==> src/rtl/serial_rx_sequencer_if.sv <==
// Byte handoff bundle between the serial receive sequencer (master) and the
// word consumer (slave): captured word, valid flag and consumer ready.
interface serial_rx_sequencer_if #(
  parameter int DATA_W = 8
) ();
  logic [DATA_W-1:0] BYTE_DATA;
  logic              BYTE_VALID;
  logic              BYTE_READY;

  modport master (
    output BYTE_DATA,
    output BYTE_VALID,
    input  BYTE_READY
  );

  modport slave (
    input  BYTE_DATA,
    input  BYTE_VALID,
    output BYTE_READY
  );
endinterface

==> src/rtl/serial_rx_sequencer.sv <==
// LSB-first serial frame receiver: start detect, mid-bit sampling, stop check
// and valid/ready word delivery. Optional even parity check under `PARITY_CHECK_EN.
module serial_rx_sequencer #(
  parameter int DATA_W     = 8,
  parameter int BIT_PERIOD = 4
) (
  input  logic                  CLK,
  input  logic                  nRST,
  input  logic                  SER_IN,
  serial_rx_sequencer_if.master byte_if,
  output logic                  SHIFT_EN,
  output logic                  BUSY,
  output logic                  FRAME_ERR,
`ifdef PARITY_CHECK_EN
  output logic                  PARITY_ERR,
`endif
  output logic                  OVERRUN
);

  localparam int CYC_W  = $clog2(BIT_PERIOD);
  localparam int BITS_W = (DATA_W > 1) ? $clog2(DATA_W + 1) : 1;

`ifdef PARITY_CHECK_EN
  typedef enum logic [2:0] {IDLE, START, DATA, PARITY, STOP} state_t;
`else
  typedef enum logic [2:0] {IDLE, START, DATA, STOP} state_t;
`endif

  state_t              state_q, state_d;
  logic                ser_meta_q, ser_meta_d;
  logic                ser_s_q, ser_s_d;
  logic [CYC_W-1:0]    cyc_q, cyc_d;
  logic [BITS_W-1:0]   bits_q, bits_d;
  logic [DATA_W-1:0]   shreg_q, shreg_d;
  logic [DATA_W-1:0]   data_q, data_d;
  logic                valid_q, valid_d;
  logic                frame_err_q, frame_err_d;
  logic                overrun_q, overrun_d;
`ifdef PARITY_CHECK_EN
  logic                parity_bad_q, parity_bad_d;
  logic                parity_err_q, parity_err_d;
`endif

  logic mid_start;
  logic bit_end;
  logic last_bit;

  assign mid_start = (cyc_q == CYC_W'(BIT_PERIOD / 2 - 1));
  assign bit_end   = (cyc_q == CYC_W'(BIT_PERIOD - 1));
  assign last_bit  = (bits_q == BITS_W'(DATA_W - 1));

  always_ff @(posedge CLK or negedge nRST) begin
    if (!nRST) begin
      state_q <= IDLE;
    end else begin
      state_q <= state_d;
    end
  end

  always_comb begin
    state_d = state_q;
    case (state_q)
      IDLE:  if (!ser_s_q) state_d = START;
      START: if (mid_start) state_d = ser_s_q ? IDLE : DATA;
`ifdef PARITY_CHECK_EN
      DATA:   if (bit_end && last_bit) state_d = PARITY;
      PARITY: if (bit_end) state_d = STOP;
`else
      DATA:  if (bit_end && last_bit) state_d = STOP;
`endif
      STOP:  if (bit_end) state_d = IDLE;
      default: state_d = IDLE;
    endcase
  end

  // Datapath and strobes; the stop-bit sample decides deliver / drop / overrun.
  always_comb begin
    ser_meta_d  = SER_IN;
    ser_s_d     = ser_meta_q;
    cyc_d       = cyc_q;
    bits_d      = bits_q;
    shreg_d     = shreg_q;
    data_d      = data_q;
    valid_d     = valid_q;
    frame_err_d = 1'b0;
    overrun_d   = 1'b0;
`ifdef PARITY_CHECK_EN
    parity_bad_d = parity_bad_q;
    parity_err_d = 1'b0;
`endif
    SHIFT_EN    = 1'b0;
    BUSY        = (state_q != IDLE);

    if (valid_q && byte_if.BYTE_READY) valid_d = 1'b0;

    case (state_q)
      IDLE: begin
        cyc_d  = '0;
        bits_d = '0;
      end
      START: begin
        bits_d = '0;
        cyc_d  = mid_start ? '0 : cyc_q + CYC_W'(1);
      end
      DATA: begin
        if (bit_end) begin
          SHIFT_EN            = 1'b1;
          shreg_d             = shreg_q >> 1;
          shreg_d[DATA_W-1]   = ser_s_q;
          bits_d              = bits_q + BITS_W'(1);
          cyc_d               = '0;
        end else begin
          cyc_d = cyc_q + CYC_W'(1);
        end
      end
`ifdef PARITY_CHECK_EN
      PARITY: begin
        if (bit_end) begin
          parity_bad_d = (^shreg_q) ^ ser_s_q;
          cyc_d        = '0;
        end else begin
          cyc_d = cyc_q + CYC_W'(1);
        end
      end
`endif
      STOP: begin
        if (bit_end) begin
          cyc_d = '0;
          if (!ser_s_q) begin
            frame_err_d = 1'b1;
`ifdef PARITY_CHECK_EN
          end else if (parity_bad_q) begin
            parity_err_d = 1'b1;
`endif
          end else if (!valid_q || byte_if.BYTE_READY) begin
            data_d  = shreg_q;
            valid_d = 1'b1;
          end else begin
            overrun_d = 1'b1;
          end
        end else begin
          cyc_d = cyc_q + CYC_W'(1);
        end
      end
      default: begin
        cyc_d  = '0;
        bits_d = '0;
      end
    endcase
  end

  // Synchroniser resets to the idle-high line level so reset never fakes a start.
  always_ff @(posedge CLK or negedge nRST) begin
    if (!nRST) begin
      ser_meta_q  <= 1'b1;
      ser_s_q     <= 1'b1;
      cyc_q       <= '0;
      bits_q      <= '0;
      shreg_q     <= '0;
      data_q      <= '0;
      valid_q     <= 1'b0;
      frame_err_q <= 1'b0;
      overrun_q   <= 1'b0;
`ifdef PARITY_CHECK_EN
      parity_bad_q <= 1'b0;
      parity_err_q <= 1'b0;
`endif
    end else begin
      ser_meta_q  <= ser_meta_d;
      ser_s_q     <= ser_s_d;
      cyc_q       <= cyc_d;
      bits_q      <= bits_d;
      shreg_q     <= shreg_d;
      data_q      <= data_d;
      valid_q     <= valid_d;
      frame_err_q <= frame_err_d;
      overrun_q   <= overrun_d;
`ifdef PARITY_CHECK_EN
      parity_bad_q <= parity_bad_d;
      parity_err_q <= parity_err_d;
`endif
    end
  end

  assign byte_if.BYTE_DATA  = data_q;
  assign byte_if.BYTE_VALID = valid_q;
  assign FRAME_ERR          = frame_err_q;
  assign OVERRUN            = overrun_q;
`ifdef PARITY_CHECK_EN
  assign PARITY_ERR         = parity_err_q;
`endif

endmodule
==> src/flat_wrapper.sv <==
// flat-port wrapper written by rule: the top's interface ports become plain ports
module serial_rx_sequencer_flat 
#(
  parameter int DATA_W     = 8,
  parameter int BIT_PERIOD = 4
)
  (CLK, nRST, SER_IN, SHIFT_EN, BUSY, FRAME_ERR, OVERRUN, byte_if_BYTE_DATA, byte_if_BYTE_VALID, byte_if_BYTE_READY);
  serial_rx_sequencer_if #(.DATA_W(DATA_W)) byte_if_i ();
  input  logic CLK;
  input  logic nRST;
  input  logic SER_IN;
  output logic SHIFT_EN;
  output logic BUSY;
  output logic FRAME_ERR;
  output logic OVERRUN;
  output wire logic [$bits(byte_if_i.BYTE_DATA)-1:0] byte_if_BYTE_DATA;
  output wire logic [$bits(byte_if_i.BYTE_VALID)-1:0] byte_if_BYTE_VALID;
  input wire logic [$bits(byte_if_i.BYTE_READY)-1:0] byte_if_BYTE_READY;
  assign byte_if_BYTE_DATA = byte_if_i.BYTE_DATA;
  assign byte_if_BYTE_VALID = byte_if_i.BYTE_VALID;
  assign byte_if_i.BYTE_READY = byte_if_BYTE_READY;
  serial_rx_sequencer #(.DATA_W(DATA_W), .BIT_PERIOD(BIT_PERIOD)) u_core (.CLK(CLK), .nRST(nRST), .SER_IN(SER_IN), .byte_if(byte_if_i), .SHIFT_EN(SHIFT_EN), .BUSY(BUSY), .FRAME_ERR(FRAME_ERR), .OVERRUN(OVERRUN));
endmodule
==> config.mk <==
export PLATFORM = sky130hd
export DESIGN_NAME = serial_rx_sequencer_flat
export DESIGN_NICKNAME = d
export VERILOG_FILES = /design/src/rtl/serial_rx_sequencer_if.sv /design/src/rtl/serial_rx_sequencer.sv /design/src/flat_wrapper.sv
export SDC_FILE = /design/constraint.sdc
export NUM_CORES = 1
export LEC_CHECK = 0
export ABC_AREA = 1
export CORE_ASPECT_RATIO = 2
export CORE_MARGIN = 1.5
export CORE_UTILIZATION = 35
export DETAILED_ROUTE_END_ITERATION = 10
export GPL_TIMING_DRIVEN = 1
export HOLD_SLACK_MARGIN = 0.03
export PLACE_DENSITY_LB_ADDON = 0.15
export REMOVE_ABC_BUFFERS = 1
export SETUP_SLACK_MARGIN = 0.15
export SYNTH_ARGS = -nofsm -noshare
export SYNTH_HDL_FRONTEND = slang
export SYNTH_SLANG_ARGS = --single-unit
==> constraint.sdc <==
create_clock -name CLK -period 1.75 [get_ports CLK]
set_clock_uncertainty 0.15 [all_clocks]
set_input_delay 0.2625 -clock CLK [delete_from_list [all_inputs] [get_ports CLK]]
set_output_delay 0.2625 -clock CLK [all_outputs]
set_load 0.02 [all_outputs]
# == Word-level counts from Yosys, hierarchy flattened ==
# Cells that the tools add are included.
# classes
addsub,2
eq_ne,11
muxes,25
bitwise,1
n_reduce_logical,11
# op_table
operator,n
$mux 1,14
$mux 3,4
$pmux 3 s4,1
$ne 2x1->1 const B,4
$pmux 4 s2,1
$reduce_and 4->1,2
$eq 3x2->1 const B,2
$mux 2,3
$add 4x1->4 const B,1
$eq 4x3->1 const B,1
$mux 4,1
$pmux 2 s2,1
$reduce_and 2->1,2
$eq 3x1->1 const B,1
$logic_not 3->1,1
$reduce_bool 3->1,1
$add 2x1->2 const B,1
$eq 2x1->1 const B,1
$eq 2x2->1 const B,1
$logic_and 1x1->1,2
$ne 2x2->1 const B,1
$reduce_or 2->1,1
$logic_not 1->1,1
$logic_or 1x1->1,1
$not 1->1,1
# totals
regBits,30
input_bits,4
output_inout_bits,13
elab_cells,60

# == Longest topological paths before layout ==
# Gate-level depths: netlist of the first run.
# logic_depth
depth_word,6
ltp_mapped,8
depth_no_buf,8

# == Worst setup path after synthesis of the first run ==
# No wires, ideal clock.
# synth_path
path_kind,reg2out
from,register u_core.cyc_q[0]
to,output port SHIFT_EN
arrival_time_ns,0.953
t_required_ns,1.337
path_slack_ns,0.385
stages_incl_launch_ff,5
path_buffers,1
path_cell_list,dfrtp_1 > ha_1 > inv_1 > nor2_1 > buf_2
# synth_via
elab_chain_cells,3
# synth_rtl
item,line,source
"start, declared",serial_rx_sequencer.sv:32,"logic [CYC_W-1:0] cyc_q, cyc_d;"
"start signal, assigned",serial_rx_sequencer.sv:171,cyc_q <= cyc_d;
$eq 2x2->1,serial_rx_sequencer.sv:49,assign bit_end = (cyc_q == CYC_W'(BIT_PERIOD - 1));
$mux 1,serial_rx_sequencer.sv:106,if (bit_end) begin
$mux 1,serial_rx_sequencer.sv:96,case (state_q)
"end, declared",flat_wrapper.sv:12,output logic SHIFT_EN;
# Every way passes these cells.

# == Worst setup path after layout of the first run ==
# Same ends and word-level chain as after synthesis.

==> reports/summary.md, run 1 <==
* **CP Data Required Time** 1340 ps
* **number of hold violations in the final report** 0
* **nets** 166
* **final period utilization** 87.6%
* **Area growth syn-to-layout** 27.7%
* **count of final setup violators** 0
* **dominant combinational cell family by area after synthesis** simple AND/OR/NAND/NOR gates
* **post-synthesis compound-gate area fraction** 11.7%
* **part of the Yosys area used for sequential elements** 58.2%
* **post-layout worst setup margin** 217 ps
* **fill cell count** 335
* **pre-CTS worst setup slack** 57.0 ps
* **total of flip-flops plus latches after synthesis** 29
* **outcome** finished, final reports clean
* **Leak** 0.793 nW
* **H-tree lvl count** 2
* **Crit Path Class** reg2out
* **Gate Count Post-Synth** 129
* **post-synthesis simple-gate area fraction** 17.8%
* **commonest cells after routing, fill and taps aside** sky130_fd_sc_hd__nand2_1, sky130_fd_sc_hd__dfrtp_1, sky130_fd_sc_hd__inv_1, sky130_fd_sc_hd__o21ai_0, sky130_fd_sc_hd__dlygate4sd2_1
* **dpl cell area** 1510 um^2
* **DRC violations left** 0
* **Avg WL per Cell** 11.6 um
* **share of synthesized area spent on multiplexers** 0%
* **final standard cell area without fillers** 1600 um^2
* **register-to-register path setup slack** 310 ps
* **total setup buffers inserted after CTS** 0
* **area taken by multi-input logic gates** 448 um^2
* **number of cells after detailed placement** 198
* **Final ANT Viol Nets** 0
* **sink count of the clock tree** 29
* **first-pass GRT wire length** 4020 um
* **register cell area after layout** 728 um^2
* **I/O Pins** 17
* **worst relative slew slack** 75.5%
* **final wirelength** 2390 um
* **combined area of all synthesized cells** 1250 um^2
* **Worst Max-Slew Pin Slew** 368 ps
* **time the worst path needs with I/O delays and setup** 1530 ps
* **Chip Height** 87.6 um
* **number of distinct standard cells referenced by the synthesized netlist** 21
* **non-filler instance count after layout** 207
* **worst supply voltage drop on vdd** 0.000949 V
* **Reg-to-Reg Start** u_core.cyc_q[0]
* **most common cell after layout, fill and taps aside** sky130_fd_sc_hd__nand2_1
* **CP Max Fanout** 2
* **Clock Root Buffer** sky130_fd_sc_hd__clkbuf_8
* **starting DRC count in detailed routing** 19
* **reg2reg end** u_core.byte_if.BYTE_DATA[5]
* **clock slew at reported path FFs** 60 ps
* **Post-CTS Hold Fix Bufs** 0
* **Min-Delay Path Class** in2async
* **number of antenna violations at the first check in global routing** 0
* **unrepaired setup endpoints after global routing** false
* **Worst Path Arrival** 1120 ps
* **number of iterations in the first detailed-routing pass** 4
* **aggregate global routing overflow** 0
* **core outline area** 3420 um^2
* **die width** 45.3 um
* **vias after detailed routing** 922
* **maximum clock frequency** 652 MHz
* **Synth Area per Inst** 9.70 um^2
* **via/cell ratio** 4.45
* **share of the synthesized netlist area taken by xor and xnor gates** 0.700%
* **clock tree from TritonCTS** done
* **starting utilization of the core area** 36.6%
* **number of I/O port buffers** 16
* **Adder-Cell Fraction of Synth Area** 4.00%
* **pin count of the biggest net entering global routing** 30
* **sum of net half-perimeters after detailed placement** 1640 um
* **power per standard cell area** 1540 nW/um^2
* **number of buffers inserted during clock tree synthesis** 5
* **Bufs on Longest Clock Path** 2
* **area of the die** 3960 um^2
* **Clk Latency, worst-skew pair** 280 ps
* **share of cells above drive strength 1** 22.6%
* **max-cap violations** 0
* **CP Launch Type** flip-flop
* **GRT Util Overall** 14.4%
* **Final GP Congestion** 0.809
* **Worst Reg2Reg Path Length in Cells** 7
* **number of pins with negative max-slew slack in the final report** 0
* **kind of end point of the critical path** primary output
* **fin util** 46.8%
* **TNS Setup** 0 ps
* **antenna diode count** 0
* **# rows** 30
* **synth warn** 0
* **number of global-route vias before repair** 899
==> state kept, by name, indices dropped and copies added, names as in the netlist <==
| signal | cells |
|---|---|
| u_core.state_q | 2 |
| u_core.byte_if.BYTE_DATA | 8 |
| u_core.bits_q | 4 |
| u_core.FRAME_ERR | 1 |
| u_core.ser_meta_q | 1 |
| u_core.ser_s_q | 1 |
| u_core.shreg_q | 8 |
| u_core.OVERRUN | 1 |
| u_core.byte_if.BYTE_VALID | 1 |
| u_core.cyc_q | 2 |
==> logic make-up (layout without fill, tap and decap cells) <==
group | Yosys count | in the layout
buffers and inverters | 22 | 51
DFF | 29 | 29
and+or+nand+nor | 50 | 51
xor gates and xnor gates | 1 | 1
AOI/OAI and AO/OA | 23 | 23
adders and majority gates | 4 | 4
==> cell usage after synthesis <==
library cell	number	area share [%]
sky130_fd_sc_hd__nand3_4	1	1.4
sky130_fd_sc_hd__nor3_1	1	0.40
sky130_fd_sc_hd__nor2_1	5	1.5
sky130_fd_sc_hd__buf_2	1	0.40
sky130_fd_sc_hd__buf_4	1	0.60
sky130_fd_sc_hd__inv_1	18	5.4
sky130_fd_sc_hd__buf_6	1	0.90
sky130_fd_sc_hd__o21ai_1	1	0.40
sky130_fd_sc_hd__o21ai_0	12	4.8
sky130_fd_sc_hd__dfstp_2	2	4.2
sky130_fd_sc_hd__a21oi_1	1	0.40
sky130_fd_sc_hd__xnor2_1	1	0.70
sky130_fd_sc_hd__ha_1	4	4.0
sky130_fd_sc_hd__nand3_1	4	1.6
sky130_fd_sc_hd__o21ai_2	8	5.6
sky130_fd_sc_hd__inv_2	1	0.30
sky130_fd_sc_hd__nor2_4	1	0.90
sky130_fd_sc_hd__a31oi_1	1	0.50
sky130_fd_sc_hd__nand2_1	35	11
sky130_fd_sc_hd__nand2_2	3	1.5
sky130_fd_sc_hd__dfrtp_1	27	54
==> how the worst max path moves through the flow <==
stage	from	end	slack [ps]
floorplan	u_core.cyc_q[0]	u_core.bits_q[3]	-140
global placement	u_core.cyc_q[0]	SHIFT_EN	80
detailed placement	u_core.cyc_q[1]	SHIFT_EN	60
CTS	u_core.cyc_q[1]	SHIFT_EN	80
global route	u_core.cyc_q[0]	SHIFT_EN	150
finish	u_core.cyc_q[0]	SHIFT_EN	220
==> stage by stage <==
step,hold slack (ps),power [W]
after floorplan,-183,0.00155
after global placement,198,0.00196
after detailed placement,206,0.00198
after CTS,216,0.00250
after global routing,218,0.00266
final,213,0.00247
==> where the power goes <==
| part | total (W) | internal (W) | switching, W |
|---|---|---|---|
| Combinational | 0.000911 | 0.000356 | 0.000555 |
| Sequential | 0.00100 | 0.000879 | 0.000124 |
| Clock | 0.000550 | 0.000278 | 0.000272 |
==> worst max-delay path, stage by stage (launching register included) <==
cell and delay (ps):
sky130_fd_sc_hd__dfrtp_1 380, sky130_fd_sc_hd__ha_1 190, sky130_fd_sc_hd__inv_1 80, sky130_fd_sc_hd__nor2_2 50, sky130_fd_sc_hd__buf_4 150
==> layout make-up <==
type,instances,area share (%)
Sequential cell,29,45.6
Multi-Input combinational cell,79,28.0
Timing Repair Buffer,24,12.5
Inverter,19,4.46
Clock buffer,5,4.31
Tap cell,48,3.76
Clock inverter,3,1.41
==> layer usage <==
layer | wire length, um | vias up | global-route usage [%]
met5 | 0 | - | 0
met2 | 1260 | 19 | 24.0
met1 | 959 | 436 | 15.3
met4 | 67 | 0 | 8.02
met3 | 102 | 7 | 4.95
li1 | - | 460 | -
==> repair_timing <==
item                       4_1_cts  5_1_grt
setup endpoints to repair       13        7
cloned                           0        1
gates resized for setup         17        5
Note: power is estimated with default switching activity, not from simulation.
==> run 2, diff against run 1 <==
--- a/config.mk
+++ b/config.mk
@@ -9,7 +9,9 @@
 export CORE_ASPECT_RATIO = 2
 export CORE_MARGIN = 1.5
 export CORE_UTILIZATION = 35
+export CTS_CLUSTER_SIZE = 28
 export DETAILED_ROUTE_END_ITERATION = 10
+export DONT_BUFFER_PORTS = 1
 export GPL_TIMING_DRIVEN = 1
 export HOLD_SLACK_MARGIN = 0.03
 export PLACE_DENSITY_LB_ADDON = 0.15
==> run 2 against run 1 <==
Effect of this change: core utilization shrank 1.9 points; global-route usage grew 0.66 points; register-to-register slack lost 90 ps; final area shrank 4.1%; die area is the same; cell count shrank 7.2%; hold slack lost 36 ps; sequential share of layout area grew 2.0 points; total power grew 0.33%; count of clock-buffer cells in the layout grew 2; largest cell class unchanged.
==> reports/summary.md, run 2 (same netlist as run 1, synthesis figures left out) <==
* **sum of net half-perimeters after detailed placement** 1560 um, -4.7%
* **count of final setup violators** 0, unchanged
* **Chip Height** 87.6 um, unchanged
* **Min-Delay Path Class** in2reg
* **post-layout worst setup margin** 171 ps, -45.9 ps
* **antenna diode count** 0, unchanged
* **number of iterations in the first detailed-routing pass** 4, unchanged
* **first-pass GRT wire length** 4330 um, +7.6%
* **# rows** 30, unchanged
* **power per standard cell area** 1610 nW/um^2, +4.6%
* **nets** 152, -8.4%
* **CP Max Fanout** 10, +8
* **vias after detailed routing** 879, -4.7%
* **non-filler instance count after layout** 192, -7.2%
* **worst supply voltage drop on vdd** 0.000912 V, -3.9%
* **Clk Latency, worst-skew pair** 270 ps, about the same
* **pre-CTS worst setup slack** 281 ps, +224 ps
* **TNS Setup** 0 ps, unchanged
* **Final ANT Viol Nets** 0, unchanged
* **number of global-route vias before repair** 913, +1.6%
* **clock slew at reported path FFs** 50 ps, about the same
* **Avg WL per Cell** 12.6 um, +8.9%
* **final wirelength** 2420 um, +1.0%
* **most common cell after layout, fill and taps aside** sky130_fd_sc_hd__nand2_1
* **worst relative slew slack** 82.4%, +6.9 points
* **kind of end point of the critical path** primary output
* **pin count of the biggest net entering global routing** 30, unchanged
* **GRT Util Overall** 15.1%, +0.66 points
* **number of buffers inserted during clock tree synthesis** 5, unchanged
* **Area growth syn-to-layout** 22.5%
* **fill cell count** 337, +0.60%
* **CP Launch Type** flip-flop
* **sink count of the clock tree** 29, unchanged
* **number of pins with negative max-slew slack in the final report** 0, unchanged
* **number of cells after detailed placement** 175, -12%
* **max-cap violations** 0, unchanged
* **time the worst path needs with I/O delays and setup** 1580 ps, +45.9 ps
* **commonest cells after routing, fill and taps aside** sky130_fd_sc_hd__nand2_1, sky130_fd_sc_hd__dfrtp_1, sky130_fd_sc_hd__inv_1, sky130_fd_sc_hd__o21ai_0, sky130_fd_sc_hd__o21ai_2
* **Bufs on Longest Clock Path** 2, unchanged
* **area of the die** 3960 um^2, unchanged
* **number of I/O port buffers** 0, -16
* **aggregate global routing overflow** 0, unchanged
* **starting utilization of the core area** 36.6%, unchanged
* **outcome** finished, final reports clean
* **core outline area** 3420 um^2, unchanged
* **Worst Max-Slew Pin Slew** 263 ps, -105 ps
* **number of antenna violations at the first check in global routing** 0, unchanged
* **via/cell ratio** 4.58, +2.8%
* **Final GP Congestion** 0.715, -12%
* **clock tree from TritonCTS** done
* **unrepaired setup endpoints after global routing** true
* **Worst Path Arrival** 1170 ps, +50 ps
* **final period utilization** 90.2%, +2.6 points
* **Leak** 0.723 nW, -8.8%
* **CP Data Required Time** 1340 ps, about the same
* **H-tree lvl count** 2, unchanged
* **Clock Root Buffer** sky130_fd_sc_hd__clkbuf_8
* **I/O Pins** 17, unchanged
* **number of hold violations in the final report** 0, unchanged
* **starting DRC count in detailed routing** 8, -11
* **die width** 45.3 um, unchanged
* **share of cells above drive strength 1** 25.0%, +2.4 points
* **Crit Path Class** reg2out
* **maximum clock frequency** 633 MHz, -2.9%
* **DRC violations left** 0, unchanged
==> run 2: cell types whose count changed in the layout (fill, tap and decap cells not counted), sizes merged <==
cell | before | now
clkbuf | 5 | 7
bufbuf | 0 | 1
buf | 10 | 7
clkinvlp | 3 | 0
dlygate4sd3 | 0 | 2
clkdlybuf4s50 | 3 | 0
dlygate4sd2 | 11 | 0
==> run 2: per-stage QoR <==
stage                     hold WS, ps  power (W)  cell area, um^2  utilization (%)
after CTS                        83.1    0.00248             1500             43.8
after floorplan                  -183    0.00155             1230                -
after global routing              183    0.00268             1530             44.9
after detailed placement         -182    0.00175             1310             38.3
final                             177    0.00247             1530             44.9
after global placement           -183    0.00172             1310             38.3
==> run 2: cell type report <==
cell class                      instances  area, um^2  share of cell area (%)
Clock buffer                            7        86.3                    5.63
Inverter                               19        71.3                    4.65
Multi-Input combinational cell         79         455                    29.7
Sequential cell                        29         729                    47.6
Tap cell                               48        60.1                    3.92
Timing Repair Buffer                   10         130                    8.49
==> run 2: worst paths after layout <==
kind	slack, ps	startpoint	cells past startpoint	end
max reg2reg	220	u_core.cyc_q[0]	7	u_core.shreg_q[0]
min reg2reg	210	u_core.ser_meta_q	0	u_core.ser_s_q
min	180	byte_if_BYTE_READY	3	u_core.byte_if.BYTE_VALID
min in group asynchronous	280	nRST	2	u_core.OVERRUN
max	170	u_core.cyc_q[0]	4	SHIFT_EN
max in group asynchronous	940	nRST	2	u_core.ser_s_q
==> run 2: timing repair <==
item,in CTS,in global routing
pin swaps,1,0
setup endpoints to repair,1,12
resized for setup,5,2
buffers inserted,3,2
gates cloned,1,1
endpoints found under the hold margin,30,0
hold buffers,3,0
==> run 2: power by group <==
| group | internal [W] | switching, W | total, W |
|---|---|---|---|
| clock | 0.000311 | 0.000225 | 0.000535 |
| sequential | 0.000875 | 0.000226 | 0.00110 |
| combinational | 0.000380 | 0.000458 | 0.000837 |
| total | 0.00157 | 0.000909 | 0.00247 |
==> run 2: critical path, stage by stage, from the launching register on <==
cell and delay [ps]:
sky130_fd_sc_hd__dfrtp_1 410, sky130_fd_sc_hd__ha_1 220, sky130_fd_sc_hd__inv_2 80, sky130_fd_sc_hd__nor2_4 40, sky130_fd_sc_hd__buf_12 140
==> run 2: per-layer routing <==
layer | global-route usage (%) | up-vias | wire length (um)
met3 | 4.95 | 6 | 114
met4 | 8.02 | 0 | 59
met5 | 0 | - | 0
li1 | - | 430 | -
met1 | 16.2 | 426 | 908
met2 | 25.2 | 17 | 1340
==> run 3, diff against run 2 <==
--- a/config.mk
+++ b/config.mk
@@ -20,3 +20,4 @@
 export SYNTH_ARGS = -nofsm -noshare
 export SYNTH_HDL_FRONTEND = slang
 export SYNTH_SLANG_ARGS = --single-unit
+export TNS_END_PERCENT = 30
==> results of run 3 <==
The final DEF is identical to that of run 2; final timing and power are the same.
